===== config.mk =====
export PLATFORM = sky130hd
export DESIGN_NAME = flash_reader
export DESIGN_NICKNAME = d
export VERILOG_FILES = /design/src/rtl/flash_reader_pkg.sv /design/src/rtl/flash_reader_spi_bit_engine.sv /design/src/rtl/flash_reader.sv
export SDC_FILE = /design/constraint.sdc
export NUM_CORES = 1
export LEC_CHECK = 0
export CELL_PAD_IN_SITES_DETAIL_PLACEMENT = 1
export CELL_PAD_IN_SITES_GLOBAL_PLACEMENT = 2
export CORE_ASPECT_RATIO = 1.25
export CORE_MARGIN = 1
export CORE_UTILIZATION = 32
export DETAILED_ROUTE_END_ITERATION = 10
export PLACE_DENSITY = 0.77
export SLEW_MARGIN = 5
export SYNTH_ARGS = -nofsm -noshare
export SYNTH_HDL_FRONTEND = slang
export SYNTH_HIERARCHICAL = 1
export SYNTH_SLANG_ARGS = --single-unit

===== constraint.sdc =====
create_clock -name clk -period 3 [get_ports clk]
set_input_delay 0.3 -clock clk [delete_from_list [all_inputs] [get_ports clk]]
set_output_delay 0.3 -clock clk [all_outputs]
set_load 0.005 [all_outputs]

===== src/rtl/flash_reader_pkg.sv =====
// Shared types and constants for the boot-flash SPI reader.
//   state_e         : top-level transfer state
//   ReadCommand     : flash READ opcode
//   AddressBitWidth : flash byte-address width
//   pack_le()       : reorders a wire-order word into little-endian byte order
package flash_reader_pkg;

  typedef enum logic [2:0] {
    Idle,
    SendCommand,
    SendAddress,
    ReceiveData,
    Deselect
  } state_e;

  localparam logic [7:0]  ReadCommand     = 8'h03;
  localparam int unsigned AddressBitWidth = 24;
  localparam int unsigned WordBitWidth    = 32;
  localparam int unsigned BitCntBitWidth  = 5;

  // The shift register receives the first byte in [31:24]; the port wants it in [7:0].
  function automatic logic [WordBitWidth-1:0] pack_le(input logic [WordBitWidth-1:0] wire_word);
    return {wire_word[7:0], wire_word[15:8], wire_word[23:16], wire_word[31:24]};
  endfunction

endpackage


===== src/rtl/flash_reader_spi_bit_engine.sv =====
// SPI mode-0 bit engine: half-period phase counter, flash_clk generation,
// MOSI shift-out and MISO shift-in through one 32-bit shift register.
//   run          : engine active; when low the clock is parked low
//   stall        : hold the current low phase (backpressure)
//   load         : load load_data into the shift register, restart bit count
//   tx_en        : next MOSI bit is driven from the shift register, else 0
//   flash_clk    : SPI clock (registered)
//   flash_mosi   : SPI data out (registered)
//   fall_c       : this clk edge ends a high phase; MISO is sampled here
//   bit_cnt      : bits completed in the current 32-bit group (before fall_c)
//   shift_word   : shift register contents
//   shift_next_c : shift register value after this edge
module flash_reader_spi_bit_engine
  import flash_reader_pkg::*;
#(
  parameter int unsigned ClkHalfPeriod = 1
) (
  input  logic                      clk,
  input  logic                      rst,
  input  logic                      run,
  input  logic                      stall,
  input  logic                      load,
  input  logic [WordBitWidth-1:0]   load_data,
  input  logic                      tx_en,
  input  logic                      flash_miso,
  output logic                      flash_clk,
  output logic                      flash_mosi,
  output logic                      fall_c,
  output logic [BitCntBitWidth-1:0] bit_cnt,
  output logic [WordBitWidth-1:0]   shift_word,
  output logic [WordBitWidth-1:0]   shift_next_c
);

  localparam int unsigned         PhaseBitWidth = 8;
  localparam logic [PhaseBitWidth-1:0] HalfLast = PhaseBitWidth'(ClkHalfPeriod - 1);

  logic [PhaseBitWidth-1:0]  phase_q, phase_d;
  logic                      sclk_q, sclk_d;
  logic                      mosi_q, mosi_d;
  logic [WordBitWidth-1:0]   sreg_q, sreg_d;
  logic [BitCntBitWidth-1:0] bit_cnt_q, bit_cnt_d;
  logic                      rise_c;

  // Phase counting, clock toggling and shifting.
  always_comb begin
    phase_d   = phase_q;
    sclk_d    = sclk_q;
    sreg_d    = sreg_q;
    bit_cnt_d = bit_cnt_q;
    rise_c    = run && !stall && !sclk_q && (phase_q == HalfLast);
    fall_c    = run && sclk_q && (phase_q == HalfLast);
    if (load) begin
      sreg_d    = load_data;
      bit_cnt_d = '0;
      phase_d   = '0;
      sclk_d    = 1'b0;
    end else if (!run) begin
      phase_d = '0;
      sclk_d  = 1'b0;
    end else if (rise_c || fall_c) begin
      phase_d = '0;
      sclk_d  = !sclk_q;
      if (fall_c) begin
        sreg_d    = {sreg_q[WordBitWidth-2:0], flash_miso};
        bit_cnt_d = bit_cnt_q + BitCntBitWidth'(1);
      end
    end else if (!stall) begin
      phase_d = phase_q + PhaseBitWidth'(1);
    end
    // MOSI only moves on load or fall, i.e. at the start of a low phase.
    mosi_d = tx_en && sreg_d[WordBitWidth-1];
  end

  always_ff @(posedge clk or posedge rst) begin
    if (rst) begin
      phase_q   <= '0;
      sclk_q    <= 1'b0;
      mosi_q    <= 1'b0;
      sreg_q    <= '0;
      bit_cnt_q <= '0;
    end else begin
      phase_q   <= phase_d;
      sclk_q    <= sclk_d;
      mosi_q    <= mosi_d;
      sreg_q    <= sreg_d;
      bit_cnt_q <= bit_cnt_d;
    end
  end

  assign flash_clk    = sclk_q;
  assign flash_mosi   = mosi_q;
  assign bit_cnt      = bit_cnt_q;
  assign shift_word   = sreg_q;
  assign shift_next_c = sreg_d;

endmodule


===== src/rtl/flash_reader.sv =====
// Streams a region of the boot flash out as little-endian 32-bit words.
//   start/flash_address/word_count : transfer request, captured while idle
//   busy/done                      : transfer status, done is a 1-cycle pulse
//   data_out/data_out_valid/ready  : word output with valid/ready handshake
//   word_index                     : 0-based index of data_out in the transfer
//   flash_clk/cs_n/mosi/miso       : SPI mode-0 pins
module flash_reader
  import flash_reader_pkg::*;
#(
  parameter int unsigned ClkHalfPeriod     = 1,
  parameter int unsigned WordCountBitWidth = 16
) (
  input  logic                         clk,
  input  logic                         rst,
  input  logic                         start,
  input  logic [AddressBitWidth-1:0]   flash_address,
  input  logic [WordCountBitWidth-1:0] word_count,
  output logic                         busy,
  output logic                         done,
  output logic [WordBitWidth-1:0]      data_out,
  output logic                         data_out_valid,
  input  logic                         data_out_ready,
  output logic [WordCountBitWidth-1:0] word_index,
  output logic                         flash_clk,
  output logic                         flash_cs_n,
  output logic                         flash_mosi,
  input  logic                         flash_miso
);

  localparam int unsigned DeselBitWidth = 9;
  localparam logic [DeselBitWidth-1:0] DeselLast = DeselBitWidth'(2 * ClkHalfPeriod - 1);

  state_e                         state_q, state_d;
  logic                           busy_q, busy_d;
  logic                           done_q, done_d;
  logic                           cs_n_q, cs_n_d;
  logic                           out_valid_q, out_valid_d;
  logic [WordBitWidth-1:0]        out_data_q, out_data_d;
  logic [WordCountBitWidth-1:0]   out_index_q, out_index_d;
  logic [WordCountBitWidth-1:0]   rx_index_q, rx_index_d;
  logic [WordCountBitWidth-1:0]   words_left_q, words_left_d;
  logic                           pending_q, pending_d;
  logic [DeselBitWidth-1:0]       desel_cnt_q, desel_cnt_d;

  logic                           load_c, tx_en_c, run_c, fall_c, out_free_c, push_c;
  logic [WordBitWidth-1:0]        push_word_c;
  logic [BitCntBitWidth-1:0]      bit_cnt;
  logic [WordBitWidth-1:0]        shift_word, shift_next_c;

  assign run_c      = (state_q == SendCommand) || (state_q == SendAddress) ||
                      (state_q == ReceiveData);
  assign tx_en_c    = (state_d == SendCommand) || (state_d == SendAddress);
  assign out_free_c = !out_valid_q || data_out_ready;

  flash_reader_spi_bit_engine #(
    .ClkHalfPeriod(ClkHalfPeriod)
  ) u_engine (
    .clk          (clk),
    .rst          (rst),
    .run          (run_c),
    .stall        (pending_q),
    .load         (load_c),
    .load_data    ({ReadCommand, flash_address}),
    .tx_en        (tx_en_c),
    .flash_miso   (flash_miso),
    .flash_clk    (flash_clk),
    .flash_mosi   (flash_mosi),
    .fall_c       (fall_c),
    .bit_cnt      (bit_cnt),
    .shift_word   (shift_word),
    .shift_next_c (shift_next_c)
  );

  // Transfer sequencing, word hand-off and output register.
  always_comb begin
    state_d      = state_q;
    busy_d       = busy_q;
    done_d       = 1'b0;
    cs_n_d       = cs_n_q;
    out_valid_d  = out_valid_q && !data_out_ready;
    out_data_d   = out_data_q;
    out_index_d  = out_index_q;
    rx_index_d   = rx_index_q;
    words_left_d = words_left_q;
    pending_d    = pending_q;
    desel_cnt_d  = '0;
    load_c       = 1'b0;
    push_c       = 1'b0;
    push_word_c  = shift_next_c;

    unique case (state_q)
      Idle: begin
        if (start) begin
          if (word_count == '0) begin
            done_d = 1'b1;
          end else begin
            state_d      = SendCommand;
            busy_d       = 1'b1;
            cs_n_d       = 1'b0;
            load_c       = 1'b1;
            words_left_d = word_count;
            rx_index_d   = '0;
          end
        end
      end
      SendCommand: begin
        if (fall_c && (bit_cnt == BitCntBitWidth'(7))) state_d = SendAddress;
      end
      SendAddress: begin
        if (fall_c && (bit_cnt == BitCntBitWidth'(31))) state_d = ReceiveData;
      end
      ReceiveData: begin
        if (fall_c && (bit_cnt == BitCntBitWidth'(31))) begin
          words_left_d = words_left_q - WordCountBitWidth'(1);
          if (out_free_c) begin
            push_c = 1'b1;
            if (words_left_q == WordCountBitWidth'(1)) begin
              state_d = Deselect;
              cs_n_d  = 1'b1;
            end
          end else begin
            // Output still occupied: park the word in the shift register, clock held low.
            pending_d = 1'b1;
          end
        end else if (pending_q && out_free_c) begin
          push_c      = 1'b1;
          push_word_c = shift_word;
          pending_d   = 1'b0;
          if (words_left_q == '0) begin
            state_d = Deselect;
            cs_n_d  = 1'b1;
          end
        end
      end
      Deselect: begin
        if (desel_cnt_q == DeselLast) begin
          state_d = Idle;
          busy_d  = 1'b0;
          done_d  = 1'b1;
        end else begin
          desel_cnt_d = desel_cnt_q + DeselBitWidth'(1);
        end
      end
      default: state_d = Idle;
    endcase

    if (push_c) begin
      out_valid_d = 1'b1;
      out_data_d  = pack_le(push_word_c);
      out_index_d = rx_index_q;
      rx_index_d  = rx_index_q + WordCountBitWidth'(1);
    end
  end

  always_ff @(posedge clk or posedge rst) begin
    if (rst) begin
      state_q      <= Idle;
      busy_q       <= 1'b0;
      done_q       <= 1'b0;
      cs_n_q       <= 1'b1;
      out_valid_q  <= 1'b0;
      out_data_q   <= '0;
      out_index_q  <= '0;
      rx_index_q   <= '0;
      words_left_q <= '0;
      pending_q    <= 1'b0;
      desel_cnt_q  <= '0;
    end else begin
      state_q      <= state_d;
      busy_q       <= busy_d;
      done_q       <= done_d;
      cs_n_q       <= cs_n_d;
      out_valid_q  <= out_valid_d;
      out_data_q   <= out_data_d;
      out_index_q  <= out_index_d;
      rx_index_q   <= rx_index_d;
      words_left_q <= words_left_d;
      pending_q    <= pending_d;
      desel_cnt_q  <= desel_cnt_d;
    end
  end

  assign busy           = busy_q;
  assign done           = done_q;
  assign flash_cs_n     = cs_n_q;
  assign data_out       = out_data_q;
  assign data_out_valid = out_valid_q;
  assign word_index     = out_index_q;

endmodule


# Yosys cells after proc, flatten, opt, wreduce, memory -nomap -nowiden
# Index checks and enable logic that the tools add are counted.
# word_totals
reg_bits,144
inputBits,45
out_inout_bits,54
elab_cells,146
# op_classes
addsub,5
n_eq_ne,22
n_mux,66
reduce_logical,37
# ops
op,count
$mux 32,7
$mux 16,7
$logic_not 16->1,2
$mux 8,4
$pmux 16 s2,1
$mux 3,10
$mux 1,27
$mux 5,4
$mux 9,2
$add 16x1->16 const B,1
$eq 16x1->1 const B,1
$reduce_bool 2->1,8
$sub 16x1->16 const B,1
$pmux 3 s5,1
$logic_and 1x1->1,10
$ne 2x2->1 const B,5
$add 9x1->9 const B,1
$eq 3x2->1 const B,3
$eq 9x1->1 const B,1
$reduce_and 3->1,3
$add 8x1->8 const B,1
$logic_not 8->1,1
$reduce_and 4->1,2
$reduce_and 7->1,1
14 further kinds,26

# Logic depth before layout (Yosys ltp)
# logic_depth
ltp_word,13
depth_mapped,13
mapped_depth_nobuf,11

# Modules after synthesis
# Netlist, hierarchy kept.
# modules_own_cells
mod,n_inst,cells_each,area_each_um2,seq_area_each_um2
flash_reader,1,487,4954.8,2428.6
flash_reader_spi_bit_engine,1,233,2317.2,1176.1

# Worst setup path after synthesis
# OpenSTA, ideal clock, no wires.
# synth_path
kind,register -> register
from,register u_engine.phase_q[0]
to,register rx_index_q[10]
setup_ns,0.077
arrival_time_ns,2.778
required_ns,2.923
slack_ns,0.145
path_stages_with_launch,13
path_cell_list,dfrtp_1 > inv_1 > ha_1 > nor4b_4 > nand3_1 > buf_2 > inv_1 > and4_1 > clkbuf_1 > a21oi_1 > clkbuf_1 > or4b_2 > a21oi_1
# synth_between
elab_chain_len,7
# synth_rtl
element,line_no,text
"start, declared",flash_reader_spi_bit_engine.sv:37,"logic [PhaseBitWidth-1:0] phase_q, phase_d;"
"start signal, assigned",flash_reader_spi_bit_engine.sv:82,phase_q <= phase_d;
$logic_not 8->1 (*),flash_reader_spi_bit_engine.sv:51,fall_c = run && sclk_q && (phase_q == HalfLast);
$logic_and 1x1->1 (*),flash_reader_spi_bit_engine.sv:51,
net fall_c,flash_reader.sv:45,"logic load_c, tx_en_c, run_c, fall_c, out_free_c, push_c;"
$logic_and 1x1->1 (*),flash_reader.sv:113,if (fall_c && (bit_cnt == BitCntBitWidth'(31))) begin
$mux 1 (*),flash_reader.sv:113,
$mux 1 (*),flash_reader.sv:91,unique case (state_q)
$ne 2x2->1 (no source line) or $reduce_bool 2->1 (tied branches),-,
$reduce_and 3->1 (no source line),-,
"end signal, assigned",flash_reader.sv:176,rx_index_q <= rx_index_d;
"end, declared",flash_reader.sv:40,"logic [WordCountBitWidth-1:0] rx_index_q, rx_index_d;"
# The timed path passes the listed nets; every way through them passes the cells marked *.
# A chain may end at the register's enable or synchronous reset.

# Worst setup path after layout
# layout_path
from,register u_engine.phase_q[0]
to,"register out_data_q[7], in the netlist data_out[7]"
# layout_between
elab_chain_len,9
# layout_rtl
element,line_no,text
$logic_not 8->1 (*),flash_reader_spi_bit_engine.sv:51,
$logic_and 1x1->1 (*),flash_reader_spi_bit_engine.sv:51,
net fall_c,flash_reader.sv:45,
$mux 32 or $logic_or 1x1->1 (tied branches),"flash_reader_spi_bit_engine.sv:63, flash_reader_spi_bit_engine.sv:60",
$mux 32,flash_reader_spi_bit_engine.sv:60,end else if (rise_c || fall_c) begin
$mux 32,flash_reader_spi_bit_engine.sv:57,end else if (!run) begin
$mux 32,flash_reader_spi_bit_engine.sv:52,if (load) begin
$mux 32,flash_reader.sv:125,end else if (pending_q && out_free_c) begin
$mux 32,flash_reader.sv:113,
$mux 32,flash_reader.sv:91,
"end signal, assigned",flash_reader.sv:174,out_data_q <= out_data_d;
"end, declared",flash_reader.sv:38,"logic [WordBitWidth-1:0] out_data_q, out_data_d;"
# Marked as above.

==> metrics <==
status=complete, no violations; Warnings, synthesis=6; Worst Path Buf+Inv=3; WHS=0.256 ns; Max clock buf depth=2; Initial Util=about a third; Crit path largest cell delay=0.44 ns; CP Max Fanout=36; CP arrival=3.01 ns; NetSw=2.78 mW; Port Buffers=98; Clock transition at path regs=0.07 ns; switching share of power=between 30% and 40%; RSZ-0062 raised after global routing=false; min Tclk post-route=2.67 ns; Post-Synthesis Cells=720; CP Capture Type=register; Clock Sinks=~140; Crit Path Class=reg2reg; GRT overflow=0; DP HPWL=14,600 µm; share of cells above drive strength 1=11.8%; H-tree Lvls=4; MaxCap Viol Count=0; Cell variety after synth=71; most common cell after layout, fill and taps aside=dfrtp_1; Power Density=about 820 nW/µm²; Final Cell Area=9270 µm²; post-CTS sizing=0; Comb pwr share=33.2%; internal power=roughly 4.8 mW; Power Total=7.62 mW; WL final=21,900 µm; FF+latch count, synth=between 100 and 150; Final setup viols=0; die area=roughly 23,000 µm²; nets@finish=876; Synth Flop Type=dfrtp_1; worst-case vdd ir drop=between 0.0004 and 0.0005 V; Crit-path slowest cell=dfrtp_1; CP Launch Type=register; most used cell along the critical path=inv_1; first-pass GRT wire length=35,800 µm; CP required=3.33 ns; clk root buf=clkbuf_16; Fillers=~2,500; crit-path cells=inv_1 -> ha_1 -> nor4b_4 -> nand3_1 -> inv_1 -> and4_1 -> a21o_1 -> nand2_1 -> buf_4 -> o21ai_0; drt pass-1 iters=4; total negative setup slack=0 ns; Worst Setup Slack, final=0.326 ns; routability cong.=0.825; Multi-input gate area=3460 µm²; Layout Utilization=a little over two fifths; Final Hold Fails=0; Area growth, synth to finish=27.5%; achievable frequency=374 MHz; hold-fix buffers at CTS=0; worst skew pair latency=0.43 ns; final std cells w/o fill=1,119; GRT Util Overall=roughly 20%; CTS Buf Count=17; routed vias=roughly 6,300; DP Worst Slack=0.234 ns; DRC violations left=0; R2R depth=10; P_leak=4.00 nW; FP Rows=61; core area=22,300 µm²; slew margin rel.=a little under three fifths; Die X=137 µm; I/O pin count=99; Clock Skew=about 0.011 ns; Post-CTS Setup Inserts=0; CP delay by family, top=simple AND/OR/NAND/NOR gates; Diodes inserted=0; Cell Area, Synth=7270 µm²; largest net degree at the start of global routing=66; WP depth=10; Die Height=171 µm; drt first-iter violations=313; Placed Cells=1,087; register share of total power=39.3%; vias per inst=5.62; post-synthesis async set-or-reset flop share=100%; sequential fraction of the synthesis area=49.6%; vias in the first global route=6,819; CTS tree=yes; ANT nets after route=0; Clk pwr share=between 20% and 30%; antenna violations before repair=0; Max Slew Vio Count=0; worst hold path type=in2async; Reg area=3600 µm²; Tcrit/Tclk final=89.1%; syn_area_per_cell=10.1 µm²; DP Area=around 8700 µm²; most frequent cells in the layout=dfrtp_1 (143), clkdlybuf4s50_1 (98), o21ai_0 (83), nand2_1 (61), mux2i_1 (39); Avg WL per Cell=19.5 µm; EDFF count, synth=0; Least-Margin Pin Slew=0.653 ns
final timing paths:
check / startpoint / end / slack [ns]
worst max-delay path: u_engine/phase_q[0]$_DFFE_PP0P_ / data_out[7]$_DFFE_PP0P_ / 0.33
worst min-delay path: rst / u_engine/shift_word[1]$_DFF_PP0_ / 0.26
worst max register to register: u_engine/phase_q[0]$_DFFE_PP0P_ / data_out[7]$_DFFE_PP0P_ / 0.33
worst min register to register: rx_index_q[15]$_DFFE_PP0P_ / rx_index_q[15]$_DFFE_PP0P_ / 0.48
max in group asynchronous: rst / flash_cs_n$_DFFE_PP1P_ / 1.88
min in group clk: flash_address[17] / u_engine/shift_word[17]$_DFF_PP0_ / 0.46
per-layer routing:
| metal | global-route usage [%] | up-vias | part of all wire (%) |
|---|---|---|---|
| met2 | 34.7 | 116 | 51 |
| met5 | 0 | - | 0 |
| li1 | - | 2904 | - |
| met1 | 23.8 | 3238 | 44 |
| met4 | 7.36 | 0 | 1.9 |
| met3 | 3.59 | 30 | 3.3 |
synth_stat cells (all sizes together), types with 8 or more instances:
cell type / number / area (µm²)
a211oi: 8 / 72.6
a21oi: 19 / 95.1
a2bb2oi: 32 / 280
a31oi: 36 / 225
and4: 8 / 71.3
buf: 13 / 65.1
clkbuf: 34 / 138
dfrtp: 143 / 3580
ha: 8 / 100
inv: 15 / 56.3
mux2: 14 / 158
mux2i: 39 / 390
nand2: 61 / 229
nand3: 19 / 95.1
nand4: 15 / 93.8
nor2: 35 / 131
nor3: 18 / 90.1
nor4: 16 / 106
o21ai: 83 / 415
power groups by stage:
stage                     clock network [mW]  registers (mW)  logic (mW)
after floorplan                            0            2.89        1.45
after global placement                     0            3.00        2.45
after detailed placement                   0            3.02        2.56
after CTS                               2.15            3.00        2.57
after global routing                    2.22            3.08        2.81
final                                   2.09            3.00        2.53
final cells by class:
type                            count  area share (%)
Clock buffer                       17            4.59
Clock inverter                     15            1.61
Inverter                           16           0.675
Multi-Input combinational cell    520            37.3
Sequential cell                   144            38.9
Tap cell                          283            3.82
Timing Repair Buffer              124            13.1
cells by family after synthesis:
family / after synthesis / synth area share [%]
AOI/OAI and AO/OA: 219 / 19.9
xor gates and xnor gates: 13 / 1.57
adders and majority gates: 8 / 1.38
buffers and inverters: 63 / 3.61
DFF: 144 / 49.6
muxes: 53 / 7.54
other: 2 / 0.103
and+or+nand+nor: 218 / 16.3
registers in the layout, summed over array words and instances, names as in the netlist:
| register | cells |
|---|---|
| state_q | 3 |
| flash_cs_n | 1 |
| word_index | 16 |
| u_engine/shift_word | 32 |
| pending_q | 1 |
| u_engine/flash_clk | 1 |
| data_out | 32 |
| busy | 1 |
| u_engine/phase_q | 8 |
| data_out_valid | 1 |
| words_left_q | 16 |
| u_engine/flash_mosi | 1 |
| desel_cnt_q | 9 |
| done | 1 |
| rx_index_q | 16 |
| u_engine/bit_cnt | 5 |
Note: power is estimated with default switching activity, not from simulation.
